<file path="config.mk">
export PLATFORM = sky130hd
export DESIGN_NAME = clk_div_multi
export DESIGN_NICKNAME = d
export VERILOG_FILES = /design/src/rtl/clk_div_pkg.sv /design/src/rtl/clk_div_ch.sv /design/src/rtl/clk_div_multi.sv
export SDC_FILE = /design/constraint.sdc
export NUM_CORES = 1
export LEC_CHECK = 0
export CORE_ASPECT_RATIO = 0.9
export CORE_UTILIZATION = 52
export DETAILED_ROUTE_END_ITERATION = 12
export DONT_BUFFER_PORTS = 1
export PLACE_DENSITY = 0.67
export REMOVE_ABC_BUFFERS = 1
export SKIP_LAST_GASP = 1
export SLEW_MARGIN = 20
export SYNTH_ARGS = -nofsm -noshare
export SYNTH_HDL_FRONTEND = slang
export SYNTH_SLANG_ARGS = --single-unit
export TNS_END_PERCENT = 100
</file>
<file path="constraint.sdc">
create_clock -name i_CLK -period 8.4 [get_ports i_CLK]
set_clock_uncertainty 0.2 [all_clocks]
set_input_delay 1.26 -clock i_CLK [delete_from_list [all_inputs] [get_ports i_CLK]]
set_output_delay 1.26 -clock i_CLK [all_outputs]
set_load 0.1 [all_outputs]
</file>
<file path="src/rtl/clk_div_pkg.sv">
// Shared constants and divisor clamp for the multi-channel tick divider.
// Combinational helpers only; no latency, no flow control.
// Divisor values are carried as 32-bit words and narrowed by the user.
package clk_div_pkg;

    localparam int DIV_MIN   = 1;
    localparam int MAX_CNT_W = 32;

    // A divisor of zero would never wrap, so it is promoted to the smallest legal value.
    function automatic logic [MAX_CNT_W-1:0] div_clamp(input logic [MAX_CNT_W-1:0] val);
        return (val == '0) ? MAX_CNT_W'(DIV_MIN) : val;
    endfunction

endpackage

</file>
<file path="src/rtl/clk_div_ch.sv">
// One divider channel: shadow/active divisor, phase counter, tick strobe, square wave.
// Outputs registered, first tick on the d-th enabled edge, then every d cycles.
// No backpressure; a divisor write is always accepted into the shadow.
module clk_div_ch
    import clk_div_pkg::*;
#(
    parameter int CNT_W       = 16,
    parameter int DEFAULT_DIV = 2
) (
    input  logic             core_clk,
    input  logic             rst,
    input  logic             en,
    input  logic             sync,
    input  logic             wr_vld,
    input  logic [CNT_W-1:0] wr_dat,
    output logic             tick,
    output logic             sq_clk
);

    localparam logic [CNT_W-1:0] DIV_RST = CNT_W'(DEFAULT_DIV);

    logic [CNT_W-1:0] shadow;
    logic [CNT_W-1:0] div_act;
    logic [CNT_W-1:0] cnt;

    logic [CNT_W-1:0] eff_shadow;
    logic [CNT_W-1:0] cnt_nx;
    logic [CNT_W-1:0] div_nx;
    logic [CNT_W-1:0] half_nx;
    logic             tick_nx;
    logic             sq_nx;

    always_comb begin
        eff_shadow = wr_vld ? wr_dat : shadow;
        cnt_nx     = cnt;
        div_nx     = div_act;
        tick_nx    = 1'b0;
        sq_nx      = 1'b0;
        half_nx    = '0;
        if (!en) begin
            cnt_nx = '0;
            div_nx = eff_shadow;
        end else if (sync) begin
            cnt_nx = '0;
            div_nx = eff_shadow;
            sq_nx  = 1'b1;
        end else begin
            if (cnt == div_act - CNT_W'(1)) begin
                cnt_nx  = '0;
                tick_nx = 1'b1;
                div_nx  = eff_shadow;
            end else begin
                cnt_nx = cnt + CNT_W'(1);
            end
            // ceil(d/2) without widening, so d = 2**CNT_W-1 stays in range
            half_nx = (div_nx >> 1) + CNT_W'(div_nx[0]);
            sq_nx   = (cnt_nx < half_nx);
        end
    end

    always_ff @(posedge core_clk) begin
        if (rst) begin
            shadow  <= DIV_RST;
            div_act <= DIV_RST;
            cnt     <= '0;
            tick    <= 1'b0;
            sq_clk  <= 1'b0;
        end else begin
            shadow  <= eff_shadow;
            div_act <= div_nx;
            cnt     <= cnt_nx;
            tick    <= tick_nx;
            sq_clk  <= sq_nx;
        end
    end

endmodule

</file>
<file path="src/rtl/clk_div_multi.sv">
// N_CH independent tick/square-wave dividers sharing one sync pulse and one divisor write port.
// Outputs registered; each channel ticks on its d-th enabled edge, then every d cycles.
// No backpressure; writes to a channel index beyond N_CH are dropped.
module clk_div_multi
    import clk_div_pkg::*;
#(
    parameter  int N_CH        = 4,
    parameter  int CNT_W       = 16,
    parameter  int DEFAULT_DIV = 2,
    localparam int CH_W        = (N_CH > 1) ? $clog2(N_CH) : 1
) (
    input  logic             i_CLK,
    input  logic             i_RST,
    input  logic [N_CH-1:0]  i_en,
    input  logic             i_sync,
    input  logic             i_div_we,
    input  logic [CH_W-1:0]  i_div_ch,
    input  logic [CNT_W-1:0] i_div_val,
    output logic [N_CH-1:0]  o_tick,
    output logic [N_CH-1:0]  o_clk
);

    logic [CNT_W-1:0] div_val_cl;

    assign div_val_cl = CNT_W'(div_clamp(MAX_CNT_W'(i_div_val)));

    for (genvar c = 0; c < N_CH; c++) begin : g_ch
        logic wr_vld;

        assign wr_vld = i_div_we && (i_div_ch == CH_W'(c));

        clk_div_ch #(
            .CNT_W       (CNT_W),
            .DEFAULT_DIV (DEFAULT_DIV)
        ) u_ch (
            .core_clk (i_CLK),
            .rst      (i_RST),
            .en       (i_en[c]),
            .sync     (i_sync),
            .wr_vld   (wr_vld),
            .wr_dat   (div_val_cl),
            .tick     (o_tick[c]),
            .sq_clk   (o_clk[c])
        );
    end

endmodule
</file>
==> results of run 1 <==
[routing by layer]
layer	track usage	vias up
li1	-	6144
met1	0.362	5841
met2	0.407	284
met3	0.0390	56
met4	0.0855	0
met5	0	-
[final cells by class]
type	instances	area, µm²	area share
repair buffers	9	67.6	0.00452
clock inverters	8	168	0.0112
multi-input cells	1456	9660	0.647
inverters	29	109	0.00729
well taps	354	443	0.0297
clock buffers	23	478	0.0320
diodes	1	2.50	0.000168
flip-flops and latches	200	4000	0.268
[Yosys cell counts, types with 3 or more instances]
library cell,instances,area [µm²]
sky130_fd_sc_hd__a2111oi_0,4,35.0
sky130_fd_sc_hd__a211o_1,3,26.3
sky130_fd_sc_hd__a211oi_1,56,420
sky130_fd_sc_hd__a211oi_2,9,113
sky130_fd_sc_hd__a21o_1,23,173
sky130_fd_sc_hd__a21oi_1,40,200
sky130_fd_sc_hd__a22o_1,3,26.3
sky130_fd_sc_hd__a31oi_1,8,50.1
sky130_fd_sc_hd__a41oi_1,3,26.3
sky130_fd_sc_hd__and2_1,14,87.6
sky130_fd_sc_hd__and3_1,48,300
sky130_fd_sc_hd__buf_1,8,30.0
sky130_fd_sc_hd__buf_2,29,145
sky130_fd_sc_hd__buf_4,15,113
sky130_fd_sc_hd__buf_6,4,45.0
sky130_fd_sc_hd__clkbuf_1,79,297
sky130_fd_sc_hd__dfxtp_1,200,4000
sky130_fd_sc_hd__ha_1,76,951
sky130_fd_sc_hd__inv_1,28,105
sky130_fd_sc_hd__mux2_2,17,191
sky130_fd_sc_hd__mux2i_1,75,751
sky130_fd_sc_hd__nand2_1,129,484
sky130_fd_sc_hd__nand2b_1,20,125
sky130_fd_sc_hd__nand3_1,79,395
sky130_fd_sc_hd__nand3b_1,10,75.1
sky130_fd_sc_hd__nand4_1,31,194
sky130_fd_sc_hd__nand4b_1,4,35.0
sky130_fd_sc_hd__nor2_1,295,1110
sky130_fd_sc_hd__nor2_2,3,18.8
sky130_fd_sc_hd__nor2b_1,17,106
sky130_fd_sc_hd__nor3_1,61,305
sky130_fd_sc_hd__nor3b_1,9,67.6
sky130_fd_sc_hd__nor4_1,24,150
sky130_fd_sc_hd__nor4b_1,7,61.3
sky130_fd_sc_hd__o211ai_1,8,60.1
sky130_fd_sc_hd__o21a_1,4,30.0
sky130_fd_sc_hd__o21ai_0,54,270
sky130_fd_sc_hd__o31ai_1,6,45.0
sky130_fd_sc_hd__o41ai_1,4,35.0
sky130_fd_sc_hd__or2_2,5,31.3
sky130_fd_sc_hd__or3_1,20,125
sky130_fd_sc_hd__or4_1,13,97.6
sky130_fd_sc_hd__xnor2_1,134,1170
sky130_fd_sc_hd__xor2_1,94,823
[cells by family (layout without fill, tap and decap cells)]
group | Yosys count | after routing | share of synthesized area
AND/OR/NAND/NOR | 805 | 805 | 0.275
adder cells (fa/ha/maj) | 76 | 76 | 0.0661
flip-flops | 200 | 200 | 0.278
multiplexers | 93 | 93 | 0.0663
XOR/XNOR | 228 | 228 | 0.139
AO/OA/AOI/OAI | 254 | 254 | 0.124
buffers and inverters | 164 | 69 | 0.0513
other | 0 | 1 | 0
[critical path, delay by kind of cell, from the launching register on]
kind,cells,cell delay [ns]
flops,1,0.39
compound gates,10,1.74
xor+xnor,1,0.07
mux,1,0.26
fa+ha+maj,4,1.13
simple gates,5,2.47
buf+inv,1,0.09
[registers in the layout (all words and copies together) (netlist names)]
name               count
g_ch.u_ch.shadow      64
g_ch.u_ch.sq_clk       4
g_ch.u_ch.div_act     64
g_ch.u_ch.tick         4
g_ch.u_ch.cnt         64
[worst max-delay path by stage]
stage / from / to / slack, ns
global route: g_ch[3].u_ch.div_act[0] / g_ch[3].u_ch.sq_clk / 1.23
global placement: g_ch[3].u_ch.div_act[0] / g_ch[3].u_ch.sq_clk / 2.18
floorplan: g_ch[1].u_ch.div_act[2] / g_ch[1].u_ch.sq_clk / 1.94
CTS: g_ch[3].u_ch.div_act[0] / g_ch[3].u_ch.sq_clk / 1.97
finish: g_ch[3].u_ch.div_act[0] / g_ch[3].u_ch.sq_clk / 1.99
detailed placement: g_ch[3].u_ch.div_act[0] / g_ch[3].u_ch.sq_clk / 2.04
[layout by cell type, fill, tap and decap left out, drive strengths merged, types with 9 or more instances in the layout]
cell type and count:
a21oi 40, nand3b 10, clkbuf 23, and3 48
or4 14, o21ai 56, buf 9, nor2 298
mux2i 75, nor3 62, a21o 23, nand2b 20
nor3b 10, inv 28, nand4 32, xor2 94
nor2b 17, and2 14, or3 20, mux2 18
a211oi 65, nand3 79, dfxtp 200, xnor2 134
ha 76, nand2 130, nor4 27
[power breakdown]
group	total [mW]	switching [mW]	leakage [nW]	internal (mW)
registers	1.05	0.0674	1.63	0.979
logic	0.327	0.189	4.08	0.138
clock network	0.919	0.369	0.313	0.551
==> run summary, run 1 <==
The flow ran to the end, and the final reports show no timing, DRC or antenna violations. Clock tree synthesis selected as its root buffer the cell sky130_fd_sc_hd__clkbuf_16. The total half-perimeter wirelength after legalization and detailed placement came out at about 26 mm. The clock-pin slew on the worst setup and hold paths is 0.07 ns. The I/O pin count came out at 34. The overall power consumption is ~2.3 mW. The remaining global-route overflow came out at 0. The length in cells of the worst reg-to-reg path is 22. The die covers 28300 µm². The number of gates resized after cts is 0. After detailed routing, the wire length on met1 is 17.3 mm. The sequential area share after synthesis came out at 0.278. Along the worst hold path, the cell count comes to 2. In this run, post-CTS hold repair placed 0 buffers.

The most common cell type on the critical path is sky130_fd_sc_hd__ha_1. The total track usage came out at 0.260. The mean cell area of the mapped netlist is 7.90 µm².

In this run the number of H-tree levels came out at 4. The standard cell core area is approximately 27000 µm². The final net count came out at 1815. The count of flip-flops with a built-in enable after synthesis came out at 0. The number of sinks on the clock net came out at 200. The top metal layer carrying routed signals is met4. The initial antenna violation count came to 1. The path with the worst hold slack has its endpoint at g_ch[3].u_ch.shadow[0]. The number of fill cells in the layout came out at 2579.

The count of maximum capacitance violations is 0. Summed over all layers, the routed wires come to 36.1 mm. The post-detailed-placement cell area came out at around 14000 µm². The post-CTS setup-driven buffer insertion count is 0. Setup repair after global routing left no endpoint under its margin. The sum of met2 wire segment lengths after detailed routing came out at 16.2 mm. After detailed routing, the met3 layer carries 1.86 mm of wire. The floorplan row count came out at 57. The post-place setup slack came out at ~2.0 ns. The worst slew margin relative to its limit came out at 0.294. The origin of the critical flop-to-flop path is g_ch[3].u_ch.div_act[0]. The worst-case vdd ir drop is 0.161 mV. The startpoint-to-endpoint class of the critical path is flop to flop. The count of cells in the finished layout, fillers not included, comes to about 2.1k. The worst hold path belongs to the class flop to flop. The number of antenna-violating nets in the routed design came out at 0. The global-route wire length before repair is 59.5 mm. Of the cells placed in the final design, the portion with a size suffix greater than 1 is 0.0516. The startpoint of the lowest-slack hold path is g_ch[3].u_ch.shadow[0]. The areal power density over the cells came out at 154 nW/µm².

Dividing the detail-routed via count by the number of cells gives around 5.9. The die outline height is 160 µm. The measured slew at the worst slew-check pin is 1.06 ns. The critical path capture point type is a flop.

The gate count of the mapped netlist is 1820. STA classifies the critical path startpoint as a flop. The count of input and output buffers is 0. The clock tree buffer depth came out at 2. The share of synthesized registers carrying an async set or reset is 0. The worst-case register-to-register setup slack came out at approximately 2 ns. The slowest stage of the critical path belongs to the cell sky130_fd_sc_hd__nand4b_1. The violation count after the first detailed-routing iteration is 886. The width of the die is around 180 µm. The share of the clock period used by the worst path after layout is 0.763. Synthesis inferred 200 register bits.

The minimum clock period after layout is about 6.4 ns. The final-layout setup total negative slack came out at 0 ns. The detailed-router iteration count before antenna repair came out at 5. From synthesis to final layout, the design area changed by 3.82%. The starting utilization of the core area is 0.531.

Routability-driven placement finished with a final weighted congestion of a little over 0.9. In this run the critical register-to-register path is captured at g_ch[3].u_ch.sq_clk. The worst slack on hold paths came out at 0.315 ns. The data required time at the worst endpoint is 8.57 ns. The final routed DRC violation total came out at 0. The total number of yosys warnings is 0.

The arrival time of data at the critical path endpoint is 6.58 ns. After routing the design area is roughly 15000 µm². Detailed routing inserted a total of ~12k vias. The clock buffer count from CTS is 17. The via count of the first global-routing pass came out at 11.6k. The maximum fanout count along the critical path came out at 22. The number of different library cells in the post-synthesis netlist is 79. The largest net degree at the start of global routing is around 120. The upper clock frequency limit came out at 156 MHz. The number of setup violations in the final report is 0. The predominant post-synthesis flop cell is sky130_fd_sc_hd__dfxtp_1. The cell total after placement is 2048. The cell area that synthesis handed to floorplanning was between 10000 and 15000 µm². The final worst setup slack came out at 1.99 ns. For this run, the slowest stage of the critical path takes roughly 0.76 ns. For this design the static power due to leakage is 6.02 nW. The number of failing hold endpoints at the final stage is 0. The average detailed-routed wire length per instance came out at 17.3 µm. The final number of max-transition violations was 0. The critical path goes through inv_1 -> ha_1 -> nor4b_1 -> nand4b_1 -> mux2i_1 -> a211oi_2 -> nand4b_1 -> o21ai_0 -> ha_1 -> ha_1 -> or4b_2 -> nor2_1 -> xnor2_1 -> o21ai_0 -> ha_1 -> a21o_1 -> a21o_1 -> a21o_1 -> a21oi_1 -> o31a_1 -> o31ai_1 -> o21ai_0.

The TritonCTS clock tree is built. The later-pin clock latency in the skew report came out at 0.45 ns. The post-route core utilization is 0.551.
Power figures use the tool's default switching activity.
==> run 2: changes to the inputs <==
- clock period: 8.4 -> 6.29 ns (I/O delays scaled with it)
==> run summary, run 2 (same netlist as run 1, synthesis figures left out) <==
The worst-case vdd ir drop was 0.202 mV (+26%). The later-pin clock latency in the skew report is 0.45 ns (about the same). The number of buffers inserted by hold repair at cts came out at 0 (unchanged). The run finished with clean final reports.

The worst slack on hold paths was 0.322 ns (+0.00751 ns). The cell total after placement is 2065 (+0.83%). The initial antenna violation count came to 0 (-1). The via-per-instance ratio is 5.95 (+0.35%). The antenna diode count came to 0 (-1). The leakage power is 6.08 nW (+1.0%). The worst slew margin relative to its limit is 0.307 (+0.0132). The most common cell after layout, fill and taps aside is sky130_fd_sc_hd__nor2_1.

Setup repair after global routing left no endpoint under its margin. The post-layout instance count excluding filler cells came to 2096 (+0.77%). The global-route wire length before repair is 60.1 mm (+0.97%).

The largest net degree at the start of global routing is 118 (unchanged). The remaining global-route overflow is 0 (unchanged). The starting utilization of the core area came out at 0.531 (unchanged). The type of origin of the critical path is a flop. The share of the clock period used by the worst path after layout is 0.942 (+0.180). The clock buffer count from CTS came out at 17 (unchanged). The via count of the first global-routing pass came to 11.6k (+0.25%).

The final number of max-transition violations came out at 0 (unchanged). The number of sinks on the clock net is 200 (unchanged). The top cell types in the final layout, fill and taps aside, are sky130_fd_sc_hd__nor2_1, sky130_fd_sc_hd__dfxtp_1, sky130_fd_sc_hd__xnor2_1. The total half-perimeter wirelength after legalization and detailed placement came out at 27.3 mm (+3.4%). The routability congestion estimate is 0.971 (+5.3%). The arrival time of data at the critical path endpoint came out at 6.09 ns (-0.49 ns). The violation count after the first detailed-routing iteration came out at 1005 (+13%). The final routed wirelength across all metal layers came out at 36.9 mm (+2.3%). The standard cell core area came out at 27100 µm² (unchanged).

The total number of vias is 12.5k (+1.1%). The clock-pin slew on the worst setup and hold paths came out at 0.07 ns (about the same). The die footprint came out at 28300 µm² (unchanged).

Among the stages of the critical path, the cell type that occurs most often is sky130_fd_sc_hd__ha_1. The floorplan row count was 57 (unchanged). The post-CTS setup-driven buffer insertion count is 0 (unchanged). The average detailed-routed wire length per instance came out at 17.6 µm (+1.5%). The critical path goes through inv_1 -> ha_1 -> nor4b_1 -> buf_4 -> nand4b_1 -> mux2_2 -> a211oi_2 -> nand4b_1 -> mux2_2 -> ha_1 -> ha_1 -> or4b_2 -> nor2_1 -> xnor2_1 -> o21ai_0 -> ha_1 -> a21o_1 -> a21o_1 -> a21o_1 -> a21oi_1 -> o31a_1 -> o31ai_1 -> o21ai_0. The total track usage is 0.263 (+0.00290). The startpoint-to-endpoint class of the critical path is flop to flop.

The tree is rooted in a sky130_fd_sc_hd__clkbuf_16. The I/O pin count is 34 (unchanged). The overall power consumption came to 2.98 mW (+30%). The count of input and output buffers came out at 0 (unchanged). The upper clock frequency limit is 169 MHz (+8.1%).

The detailed-router iteration count before antenna repair was 7 (+2). The synthesis-to-layout area growth is 4.34%. The ratio of cells with drive above 1 in the final layout came out at 0.0631 (+0.0116). The data required time at the worst endpoint is 6.45 ns (-2.12 ns). STA classifies the critical path endpoint as a flop. The number of failing hold endpoints at the final stage is 0 (unchanged).

In the final layout, the registers with the most flip-flops are g_ch.u_ch.cnt: 64 flops, g_ch.u_ch.div_act: 64 flops, g_ch.u_ch.shadow: 64 flops. The number of fill cells in the layout is 2539 (-1.6%). For this design, the slowest cell found on the critical path is sky130_fd_sc_hd__or4b_2. The number of antenna-violating nets in the routed design was 0 (unchanged).

The tightest min-delay check is of the flop to flop type. The count of maximum capacitance violations is 0 (unchanged). The areal power density over the cells is 198 nW/µm² (+29%). The measured slew at the worst slew-check pin is 1.04 ns (-0.0183 ns). The number of setup violations in the final report was 0 (unchanged).

The die outline height is 160 µm (unchanged). The final routed DRC violation total is 0 (unchanged). The delay of the slowest cell on the worst path is 0.68 ns (-0.08 ns).

The width of the die was 177 µm (unchanged). The minimum clock period after layout came out at 5.93 ns (-0.480 ns). The final net count came to 1832 (+0.94%). The clock tree buffer depth came out at 2 (unchanged). The number of H-tree branching levels came out at 4 (unchanged). The final-layout setup total negative slack is 0 ns (unchanged). The TritonCTS clock tree is built. The maximum fanout count along the critical path is 8 (-64%).
run 2: cell count changes in the layout (fill, tap and decap cells not counted), moves of 2 or more:
cell,previous run,this run
sky130_fd_sc_hd__buf_4,9,26
sky130_fd_sc_hd__bufinv_16,5,2
sky130_fd_sc_hd__clkinv_4,0,3
sky130_fd_sc_hd__inv_6,0,3
sky130_fd_sc_hd__clkbuf_1,3,1
sky130_fd_sc_hd__clkbuf_8,3,1
run 2: power breakdown:
group	leakage (nW)	total, mW	internal (mW)	switching, mW
sequential	1.63	1.39	1.31	0.0812
clock	0.286	1.13	0.602	0.526
combinational	4.17	0.461	0.192	0.270
total	6.08	2.98	2.10	0.877
run 2: final cells by class:
class / count / area [µm²] / share of cell area
Clock buffer: 19 / 443 / 0.0295
Clock inverter: 12 / 141 / 0.00942
Inverter: 29 / 109 / 0.00725
Multi-Input combinational cell: 1456 / 9670 / 0.645
Sequential cell: 200 / 4000 / 0.267
Tap cell: 354 / 443 / 0.0295
Timing Repair Buffer: 26 / 195 / 0.0130
run 2: metal layers:
metal,part of all wire,vias up,global-route usage
met5,0,-,0
met1,0.48,5879,0.372
li1,-,6184,-
met4,0.019,0,0.0707
met3,0.055,60,0.0381
met2,0.44,340,0.413
run 2: path summary, 6_finish.rpt:
path              slack, ns                       end                     start  cells past startpoint
hold reg to reg        0.32  g_ch[3].u_ch.div_act[15]  g_ch[3].u_ch.div_act[15]                      2
hold / removal         0.32  g_ch[3].u_ch.div_act[15]  g_ch[3].u_ch.div_act[15]                      2
setup reg to reg       0.36       g_ch[3].u_ch.sq_clk   g_ch[3].u_ch.div_act[0]                     23
setup / recovery       0.36       g_ch[3].u_ch.sq_clk   g_ch[3].u_ch.div_act[0]                     23
run 2: stage by stage:
step,area (µm²),worst slack (ns),util
final,15000,0.365,0.554
after floorplan,13800,-0.174,-
after detailed placement,14400,0.340,0.531
after CTS,15000,0.295,0.553
after global placement,14400,0.330,0.531
after global routing,15000,0.0374,0.554
run 2: repair_timing:
action,CTS,global route
endpoints found under the setup margin,0,1
endpoints found under the hold margin,0,0
gates resized for setup,0,2
run 2: critical path: cells and delay by family (launching register included):
family                   cells  cell delay (ns)
adder cells (fa/ha/maj)      4             1.07
multiplexers                 2             0.57
flip-flops                   1             0.54
buffers and inverters        2             0.26
AND/OR/NAND/NOR              5             1.45
XOR/XNOR                     1             0.08
AO/OA/AOI/OAI                9             1.68
==> run 3: changes to the inputs <==
- CTS_BUF_LIST: not set -> sky130_fd_sc_hd__clkbuf_8 sky130_fd_sc_hd__clkbuf_16
==> run summary, run 3 (same netlist as run 1, synthesis figures left out) <==
The largest net degree at the start of global routing is 118 (unchanged). The signal on the critical path passes through inv_1 -> ha_1 -> nor4b_1 -> buf_4 -> nand4b_1 -> mux2_2 -> a211oi_2 -> nand4b_1 -> mux2_2 -> ha_1 -> ha_1 -> or4b_2 -> nor2_1 -> xnor2_1 -> o21ai_0 -> ha_1 -> a21o_1 -> a21o_1 -> a21o_1 -> a21oi_1 -> o31a_1 -> o31ai_1 -> o21ai_0. The arrival time of data at the critical path endpoint came out at 6.08 ns (about the same). The average detailed-routed wire length per instance is 17.6 µm (about the same).

The standard cell core area came out at 27100 µm² (unchanged). The overall power consumption came to 2.98 mW (about the same). Among the stages of the critical path, the cell type that occurs most often is sky130_fd_sc_hd__ha_1.

TritonCTS built the clock tree. The startpoint-to-endpoint class of the critical path is flop to flop. The number of sinks on the clock net is 200 (unchanged). The sequential cell area was 4000 µm² (unchanged).

Routed signal wires occupy layers up through met4. The number of antenna-violating nets in the routed design came out at 0 (unchanged). The starting utilization of the core area was 0.531 (unchanged). The violation count after the first detailed-routing iteration came out at 1004 (-0.10%).

The routed metal-1 wire length came out at 17.9 mm (+0.19%). Leaving out fill and tap cells, the most frequent cell in the layout is sky130_fd_sc_hd__nor2_1. The final routed wirelength across all metal layers came to 36.9 mm (about the same). The number of setup violations in the final report is 0 (unchanged). The number of H-tree branching levels came out at 4 (unchanged). The leakage power is 6.09 nW (about the same).

The number of failing hold endpoints at the final stage came out at 0 (unchanged). The worst slew margin relative to its limit was 0.307 (about the same). The detailed route wirelength on metal3 is 1.97 mm (-2.6%). The minimum clock period after layout is 5.91 ns (-0.0129 ns). The die footprint came out at 28300 µm² (unchanged). The die outline height is 160 µm (unchanged).

The cell family contributing the most delay on the critical path is compound AO/OA/AOI/OAI gates. The I/O pin count is 34 (unchanged). The worst min-delay path category is flop to flop.

The count of maximum capacitance violations came out at 0 (unchanged). The number of fill cells in the layout came to 2539 (unchanged). The total half-perimeter wirelength after legalization and detailed placement came out at 27.3 mm (unchanged). The initial antenna violation count came out at 0 (unchanged). The total track usage is 0.263 (unchanged).

The number of gates resized after cts came out at 0 (unchanged). The routability congestion estimate came to 0.971 (unchanged). The clock buffer count from CTS came out at 17 (unchanged). The measured slew at the worst slew-check pin came to 1.04 ns (+0.00000411 ns). The delay of the slowest cell on the worst path came to 0.68 ns (about the same). The upper clock frequency limit is 169 MHz (+0.22%). The footprint of the multi-input gates came to 9670 µm² (unchanged).

In the layout the commonest cells are sky130_fd_sc_hd__nor2_1, sky130_fd_sc_hd__dfxtp_1, sky130_fd_sc_hd__xnor2_1. The number of buffers inserted by hold repair at cts came out at 0 (unchanged). The global-route wire length before repair came out at 60.1 mm (unchanged). The sum of met2 wire segment lengths after detailed routing is 16.3 mm (about the same). The final worst setup slack came out at 0.377 ns (+0.0129 ns). The ratio of cells with drive above 1 in the final layout is 0.0631 (unchanged).

The cell with the largest stage delay on the worst path is sky130_fd_sc_hd__or4b_2. The clock-pin slew on the worst setup and hold paths was 0.07 ns (about the same). The via count of the first global-routing pass is 11.6k (unchanged). The post-place setup slack came out at 0.340 ns (unchanged). The worst-case register-to-register setup slack came to 0.38 ns (about the same). The final routed DRC violation total is 0 (unchanged).

The post-CTS setup-driven buffer insertion count came out at 0 (unchanged). The total number of vias is 12.4k (-0.18%). The flow ran to the end, and the final reports show no timing, DRC or antenna violations. The width of the die is 177 µm (unchanged). The later-pin clock latency in the skew report is 0.45 ns (about the same).

The final net count came out at 1832 (unchanged). The remaining global-route overflow came to 0 (unchanged). The final number of max-transition violations came to 0 (unchanged). STA classifies the critical path startpoint as a flop. STA classifies the critical path endpoint as a flop.

In the final layout, the registers with the most flip-flops are g_ch.u_ch.cnt: 64 flops, g_ch.u_ch.div_act: 64 flops, g_ch.u_ch.shadow: 64 flops. The clock tree root driver cell is sky130_fd_sc_hd__clkbuf_16. The detailed-router iteration count before antenna repair came out at 7 (unchanged). The data required time at the worst endpoint came out at 6.46 ns (about the same).

The sum of buffers and inverters on the critical path came out at 2 (unchanged). The antenna diode count came out at 0 (unchanged). The via-per-instance ratio came out at 5.94 (-0.18%). The worst-case vdd ir drop came out at 0.202 mV (-0.21%). The floorplan row count came out at 57 (unchanged).

Setup repair after global routing left no endpoint under its margin. The synthesis-to-layout area growth came out at 4.34% (unchanged). The share of the clock period used by the worst path after layout is 0.940 (-0.00205). The worst slack on hold paths came out at 0.322 ns (-0.00000200 ns).

The areal power density over the cells is 198 nW/µm² (about the same). The clock tree buffer depth is 2 (unchanged). The maximum fanout count along the critical path came to 8 (unchanged). The count of input and output buffers was 0 (unchanged).
run 3: cell count changes in the layout (fill, tap and decap cells not counted), sizes merged:
cell,delta
inv,+1
clkbuf,-1
run 3: final timing paths:
kind | from | end | cells past startpoint
worst min register to register | g_ch[3].u_ch.div_act[15] | g_ch[3].u_ch.div_act[15] | 2
worst min-delay path | g_ch[3].u_ch.div_act[15] | g_ch[3].u_ch.div_act[15] | 2
worst max-delay path | g_ch[3].u_ch.div_act[0] | g_ch[3].u_ch.sq_clk | 23
worst max register to register | g_ch[3].u_ch.div_act[0] | g_ch[3].u_ch.sq_clk | 23
run 3: layout make-up:
class / count / area share
clock inverter: 13 / 0.00967
timing repair buffer: 26 / 0.0130
tap: 354 / 0.0295
inverter: 29 / 0.00725
clock buffer: 18 / 0.0293
multi-input combinational: 1456 / 0.645
sequential: 200 / 0.267
run 3: worst register-to-register path, cell delays in order, from the launching register on:
cell	delay (ns)
sky130_fd_sc_hd__dfxtp_1	0.54
sky130_fd_sc_hd__inv_1	0.09
sky130_fd_sc_hd__ha_1	0.27
sky130_fd_sc_hd__nor4b_1	0.16
sky130_fd_sc_hd__buf_4	0.17
sky130_fd_sc_hd__nand4b_1	0.17
sky130_fd_sc_hd__mux2_2	0.37
sky130_fd_sc_hd__a211oi_2	0.36
sky130_fd_sc_hd__nand4b_1	0.29
sky130_fd_sc_hd__mux2_2	0.21
sky130_fd_sc_hd__ha_1	0.20
sky130_fd_sc_hd__ha_1	0.32
sky130_fd_sc_hd__or4b_2	0.68
sky130_fd_sc_hd__nor2_1	0.15
sky130_fd_sc_hd__xnor2_1	0.08
sky130_fd_sc_hd__o21ai_0	0.20
sky130_fd_sc_hd__ha_1	0.28
sky130_fd_sc_hd__a21o_1	0.16
sky130_fd_sc_hd__a21o_1	0.17
sky130_fd_sc_hd__a21o_1	0.17
sky130_fd_sc_hd__a21oi_1	0.28
sky130_fd_sc_hd__o31a_1	0.20
sky130_fd_sc_hd__o31ai_1	0.06
sky130_fd_sc_hd__o21ai_0	0.08
run 3: power by group:
| part | internal [mW] | switching [mW] |
|---|---|---|
| sequential | 1.31 | 0.0812 |
| combinational | 0.192 | 0.270 |
| clock | 0.601 | 0.527 |
| total | 2.10 | 0.878 |
run 3: metal layers:
layer / GRT usage / up-vias
met5: 0 / -
met4: 0.0707 / 0
met1: 0.372 / 5866
met3: 0.0381 / 60
li1: - / 6185
met2: 0.413 / 329
run 3: stage by stage:
stage          std cells  TNS, ns  area (µm²)   util
5_1_grt             2096        0       15000  0.554
4_1_cts             2096        0       15000  0.553
2_1_floorplan       1685   -0.174       13800      -
3_3_place_gp        2065        0       14400  0.531
6_report            2096        0       15000  0.554
3_5_place_dp        2065        0       14400  0.531
